$ cat config.mk
export PLATFORM = sky130hd
export DESIGN_NAME = encoder_frame_ctrl
export DESIGN_NICKNAME = d
export VERILOG_FILES = /design/src/rtl/encoder_frame_ctrl.sv
export SDC_FILE = /design/constraint.sdc
export NUM_CORES = 1
export LEC_CHECK = 0
export ABC_CLOCK_PERIOD_IN_PS = 2500
export CAP_MARGIN = 20
export CORE_UTILIZATION = 41
export DETAILED_ROUTE_END_ITERATION = 10
export GPL_TIMING_DRIVEN = 1
export PLACE_DENSITY = 0.69
export SLEW_MARGIN = 20
export SYNTH_ARGS = -nofsm -noshare
export SYNTH_HDL_FRONTEND = slang
export SYNTH_SLANG_ARGS = --single-unit
$ cat constraint.sdc
create_clock -name clk_sig -period 2.5 [get_ports clk_sig]
set_input_delay 0.5 -clock clk_sig [delete_from_list [all_inputs] [get_ports clk_sig]]
set_output_delay 0.5 -clock clk_sig [all_outputs]
set_load 0.05 [all_outputs]
$ cat src/rtl/encoder_frame_ctrl.sv
// Frame sequencer for a convolutional encoder: clears the shift register, streams
// FRAME_LEN info bits from upstream, flushes TAIL_LEN zero bits, then reports completion.
module encoder_frame_ctrl #(
  parameter int FRAME_LEN = 2048,
  parameter int TAIL_LEN  = 6
) (
  input  logic                         clk_sig,
  input  logic                         reset_sig,
  input  logic                         start_sig,
  input  logic                         abort_sig,
  input  logic                         in_valid_sig,
  output logic                         in_ready_sig,
  output logic                         enc_clr_sig,
  output logic                         enc_en_sig,
  output logic                         enc_sel_sig,
  output logic [$clog2(FRAME_LEN)-1:0] bit_cnt_sig,
  output logic                         busy_sig,
  output logic                         frame_done_sig,
  output logic [15:0]                  frame_cnt_sig,
  output logic [2:0]                   state_dbg
);

  localparam int BW = $clog2(FRAME_LEN);
  localparam int TW = (TAIL_LEN > 1) ? $clog2(TAIL_LEN) : 1;
  localparam logic [BW-1:0] LAST_BIT  = BW'(FRAME_LEN - 1);
  localparam logic [TW-1:0] LAST_TAIL = TW'(TAIL_LEN - 1);

  typedef enum logic [2:0] {
    S_IDLE = 3'd0,
    S_CLR  = 3'd1,
    S_DATA = 3'd2,
    S_TAIL = 3'd3,
    S_DONE = 3'd4
  } state_t;

  state_t          state_q, state_d;
  logic [BW-1:0]   bit_cnt_q;
  logic [TW-1:0]   tail_cnt_q;
  logic [15:0]     frame_cnt_q;

  // Upstream handshake: a bit transfers on a rising edge where in_valid_sig and
  // in_ready_sig are both high; in_ready_sig is high only in DATA and never waits on
  // in_valid_sig, and upstream may hold or drop in_valid_sig freely (a stall).
  always_ff @(posedge clk_sig or negedge reset_sig) begin
    if (!reset_sig) begin
      state_q <= S_IDLE;
    end else begin
      state_q <= state_d;
    end
  end

  always_comb begin
    state_d        = state_q;
    in_ready_sig   = 1'b0;
    enc_clr_sig    = 1'b0;
    enc_en_sig     = 1'b0;
    enc_sel_sig    = 1'b0;
    busy_sig       = 1'b1;
    frame_done_sig = 1'b0;
    unique case (state_q)
      S_IDLE: begin
        busy_sig = 1'b0;
        if (start_sig) state_d = S_CLR;
      end
      S_CLR: begin
        enc_clr_sig = 1'b1;
        state_d     = abort_sig ? S_IDLE : S_DATA;
      end
      S_DATA: begin
        in_ready_sig = 1'b1;
        // The encoder still shifts on an aborted handshake; only the count is dropped.
        enc_en_sig   = in_valid_sig;
        if (abort_sig)                                 state_d = S_IDLE;
        else if (in_valid_sig && bit_cnt_q == LAST_BIT) state_d = S_TAIL;
      end
      S_TAIL: begin
        enc_sel_sig = 1'b1;
        enc_en_sig  = 1'b1;
        if (abort_sig)                     state_d = S_IDLE;
        else if (tail_cnt_q == LAST_TAIL)  state_d = S_DONE;
      end
      S_DONE: begin
        frame_done_sig = 1'b1;
        state_d        = S_IDLE;
      end
      default: state_d = S_IDLE;
    endcase
  end

  // Bit index is only meaningful in DATA; every other state keeps it at zero.
  always_ff @(posedge clk_sig or negedge reset_sig) begin
    if (!reset_sig) begin
      bit_cnt_q <= '0;
    end else if (state_q == S_DATA) begin
      if (abort_sig)                  bit_cnt_q <= '0;
      else if (in_valid_sig) begin
        if (bit_cnt_q == LAST_BIT)    bit_cnt_q <= '0;
        else                          bit_cnt_q <= bit_cnt_q + BW'(1);
      end
    end else begin
      bit_cnt_q <= '0;
    end
  end

  always_ff @(posedge clk_sig or negedge reset_sig) begin
    if (!reset_sig) begin
      tail_cnt_q <= '0;
    end else if (state_q == S_TAIL && !abort_sig && tail_cnt_q != LAST_TAIL) begin
      tail_cnt_q <= tail_cnt_q + TW'(1);
    end else begin
      tail_cnt_q <= '0;
    end
  end

  always_ff @(posedge clk_sig or negedge reset_sig) begin
    if (!reset_sig) begin
      frame_cnt_q <= '0;
    end else if (state_q == S_DONE) begin
      frame_cnt_q <= frame_cnt_q + 16'd1;
    end
  end

  assign bit_cnt_sig   = bit_cnt_q;
  assign frame_cnt_sig = frame_cnt_q;
  assign state_dbg     = state_q;

endmodule

; Yosys cells after proc, flatten, opt, wreduce, memory -nomap -nowiden
; Index checks and enable logic that the tools add are counted.
[totals]
ff_bits = 33
word_cells = 42
[op_classes]
addsub = 3
n_eq_ne = 11
mux = 18
n_reduce_logical = 6
[op_table]
columns = cell, n
row1 = $mux 11, 4
row2 = $mux 3, 6
row3 = $add 16x1->16 const B, 1
row4 = $ne 3x3->1 const B, 4
row5 = $pmux 3 s4, 1
row6 = $add 11x1->11 const B, 1
row7 = $eq 11x11->1 const B, 1
row8 = $eq 3x2->1 const B, 2
row9 = $eq 3x3->1 const B, 2
row10 = $mux 1, 5
row11 = $add 3x1->3 const B, 1
row12 = $eq 3x1->1 const B, 1
row13 = $logic_and 1x1->1, 3
row14 = $logic_not 3->1, 1
row15 = $reduce_and 3->1, 1
row16 = $mux 2, 1
row17 = $ne 2x2->1 const B, 1
row18 = $pmux 1 s2, 1
row19 = $logic_not 1->1, 1

; Depth between registers and ports, before layout
[depth]
word_depth = 5
depth_mapped = 6

; Least setup slack after synthesis
; No wires, ideal clock.
[synth_timing]
path_kind = register -> register
start = register state_q[2], in the netlist state_dbg[2]
end = register frame_cnt_q[3], in the netlist frame_cnt_sig[3]
setup_time_ns = 0.143
arrival_time_ns = 2.736
required_time_ns = 2.357
path_slack_ns = -0.379
stages_incl_launch_ff = 5
synth_period_minus_slack_ns = 2.879
path_cell_list = dfrtp_1 -> nor3b_1 -> and2_1 -> nand3_1 -> xnor2_1
[synth_via]
elab_chain_cells = 1
[synth_lines]
columns = item, line_no
row1 = from (decl), 36  ; state_t state_q, state_d;
row2 = from (signal assigned), 48  ; state_q <= state_d;
row3 = $eq 3x3->1, 118  ; end else if (state_q == S_DONE) begin
row4 = to (signal assigned), 119  ; frame_cnt_q <= frame_cnt_q + 16'd1;
row5 = to (decl), 39  ; logic [15:0] frame_cnt_q;
; Every way passes these cells.
; A chain may end at the register's enable or synchronous reset.

; Worst setup path in the final report
[layout_timing]
start = register state_q[2], in the netlist state_dbg[2]
end = output enc_sel_sig
[layout_via]
elab_chain_cells = 2
[layout_lines]
columns = item, line_no
row1 = $eq 3x2->1, 60  ; unique case (state_q)
row2 = $mux 1, 60
row3 = to (decl), 15  ; output logic enc_sel_sig,
; Every way passes these cells.

==> metrics.yaml <==
dieArea_um2: 4141
tightest_slew_ns: 0.5132
tns_ns: 0
synth.avg_cell_area_um2: 10.84
end_kind: "output pin"
clock_path_buffers: 2
clock-skew-final_ns: 0.006618
power_mw: 1.396
fmax_mhz: 420.4
n_fill_cell: 343
gp_congestion: 0.8160
drive_gt1_share_pct: 9.896
clock_sinks: 33
synth_area_leader_cell: "dfrtp_1"
ys_seq_area_share_pct: 51.81
syn_nets: 156
antenna_found_initial: 0
power.density_nw_per_um2: 650.4
post-route-period-util_pct: 95.16
cp_max_fo: 10
port_buffers: 40
leakagePower_nw: 0.9230
grt_pass1_wl_um: 5506
path_delay_family: "buffers and inverters"
fp.coreArea_um2: 3689
clkTransAtPathRegs_ns: 0.07
post_cts_buffers: 0
final_hold_viol_count: 0
ir_drop_mv: 0.6328
cpPeakStageDelay_ns: 0.80
clk_latency_ns: 0.29
status: "completed"
cts_tree: "done"
r2r_slack_ns: 0.69
hold_class: "reg -> reg"
synth_cells: 147
setup_viol: 0
max_cap_viol_count: 0
dr.pass1.iters: 4
async_reset_ff_share_pct: 100.0
hpwl_um: 2342
slew_viol_final: 0
die_w_um: 64.35
initial_core_util_pct: 43.22
grt_max_degree: 34
cts.repair.resized: 0
clockRootBuffer: "clkbuf_8"
io_pins: 41
grt_use_total_pct: 17.78
ys_types: 31
rows: 22
worstSetupPathType: "reg -> out"
start_kind: "flop"
synth_edf_count: 0
final_antenna_net_count: 0
vias_per_cell: 4.996
cp_data_arrival_time_ns: 1.88
post_drt_wl_per_cell_um: 13.43
rsz0062_at_grt: "no"
area_delta_synth_final_pct: 34.69
htree_levels: 2
ys_warn_count: 0
critPathRequiredTime_ns: 2.00
routed-via-count: 1199
path_buf_inv: 1
slew_headroom_pct: 65.68
slowest_stage: "clkdlybuf4s50_1"
netlist_area_um2: 1594
ys_seq_elements: 33
crit_path_cell_trace: "and3b_1 > clkdlybuf4s50_1"
synthTopCellsByArea: "dfrtp_1 52%, xnor2_1 8.2%, xor2_1 6.0%"
yosysTopAreaCellShare_pct: 51.81
grt_pass1_vias: 1168
die_y_um: 64.35
layout_min_cycle_time_ns: 2.379
gr-total-overflow: 0
diodes: 0
cts_hold_buf: 0
finalNetCount: 200
drc: 0
routed_wl_um: 3222
cts_made_buffers: 5
synth_top_flop_cell: "dfrtp_1"
drt_iter0_markers: 43
[final cells by class]
type | instances | area (um^2) | area share, %
timing repair buffer | 42 | 427.9 | 19.93
sequential | 33 | 825.8 | 38.46
tap | 48 | 60.06 | 2.797
inverter | 3 | 11.26 | 0.5245
clock inverter | 3 | 17.52 | 0.8159
multi-input combinational | 106 | 735.7 | 34.27
clock buffer | 5 | 68.82 | 3.205
[per-layer routing]
metal / vias up / GRT usage [%] / share of wire, %
met5: - / 0 / 0
met4: 0 / 8.333 / 2.1
met3: 6 / 3.929 / 4.3
met2: 28 / 27.24 / 45
met1: 571 / 23.77 / 48
li1: 594 / - / -
[state kept, by name, summed over array words and instances (netlist names)]
name / count
tail_cnt_q: 3
bit_cnt_sig: 11
frame_cnt_sig: 16
state_dbg: 3
[power by group]
group	switching [mW]	total [mW]	internal [mW]	leakage, nW
clock network	0.204	0.395	0.192	0.0439
registers	0.0428	0.593	0.551	0.459
logic	0.256	0.407	0.151	0.420
total	0.503	1.40	0.894	0.923
[stage by stage]
| step | std cells | util (%) | hold WS (ns) | worst slack [ns] | instance area (um^2) |
|---|---|---|---|---|---|
| global placement | 232 | 55.73 | 0.4512 | 0.3736 | 2056 |
| global route | 240 | 58.21 | 0.4846 | 0.04879 | 2147 |
| floorplan | 147 | - | 0.2044 | 0.01885 | 1609 |
| finish | 240 | 58.21 | 0.4688 | 0.1211 | 2147 |
| detailed placement | 232 | 55.73 | 0.4616 | 0.3309 | 2056 |
| CTS | 240 | 58.07 | 0.4750 | 0.03328 | 2142 |
[kinds of logic after synthesis]
family / after synthesis / share of synthesized area (%)
muxes: 1 / 0.7064
and+or+nand+nor: 64 / 22.21
buffers and inverters: 8 / 2.982
xor gates and xnor gates: 26 / 14.29
AOI/OAI and AO/OA: 11 / 4.867
DFF: 33 / 51.81
adders and majority gates: 4 / 3.140
[synth_stat cells (2+ instances only)]
cell	number
a21oi_1	2
and2_1	3
and3_1	4
and4_1	2
buf_2	2
buf_6	2
dfrtp_1	33
ha_1	4
inv_1	3
nand2_1	8
nand2b_1	2
nand3_1	10
nand4_1	5
nor2_1	18
nor3b_1	4
o2111ai_1	3
o211ai_1	2
o21ai_0	2
or3_1	2
xnor2_1	15
xor2_1	11
[layout by cell type (no fill, tap or decap), drive strengths merged]
master	count
nor3b	4
nand4	5
or3	2
buf	4
dlymetal6s2s	2
inv	3
dfrtp	33
ha	4
clkdlybuf4s50	36
or4b	1
or2	1
nor2b	1
and4	2
nor2	18
o31ai	1
xor2	11
o21ai	2
o211ai	2
mux2	1
o221ai	1
clkinv	2
clkbuf	5
nand4bb	1
nand2	8
nand2b	2
nor4	1
nand3	10
a21oi	2
xnor2	15
clkinvlp	1
and3	4
and2	3
and3b	1
o2111ai	3
[final timing paths]
path,from,cells after the start,end
max in group asynchronous,reset_sig,2,frame_cnt_sig[1]
hold reg to reg,frame_cnt_sig[15],1,frame_cnt_sig[15]
setup / recovery,state_dbg[2],2,enc_sel_sig
hold / removal,frame_cnt_sig[15],1,frame_cnt_sig[15]
setup reg to reg,state_dbg[2],4,bit_cnt_sig[5]
min in group asynchronous,reset_sig,2,bit_cnt_sig[4]
Note: power is estimated with default switching activity, not from simulation.
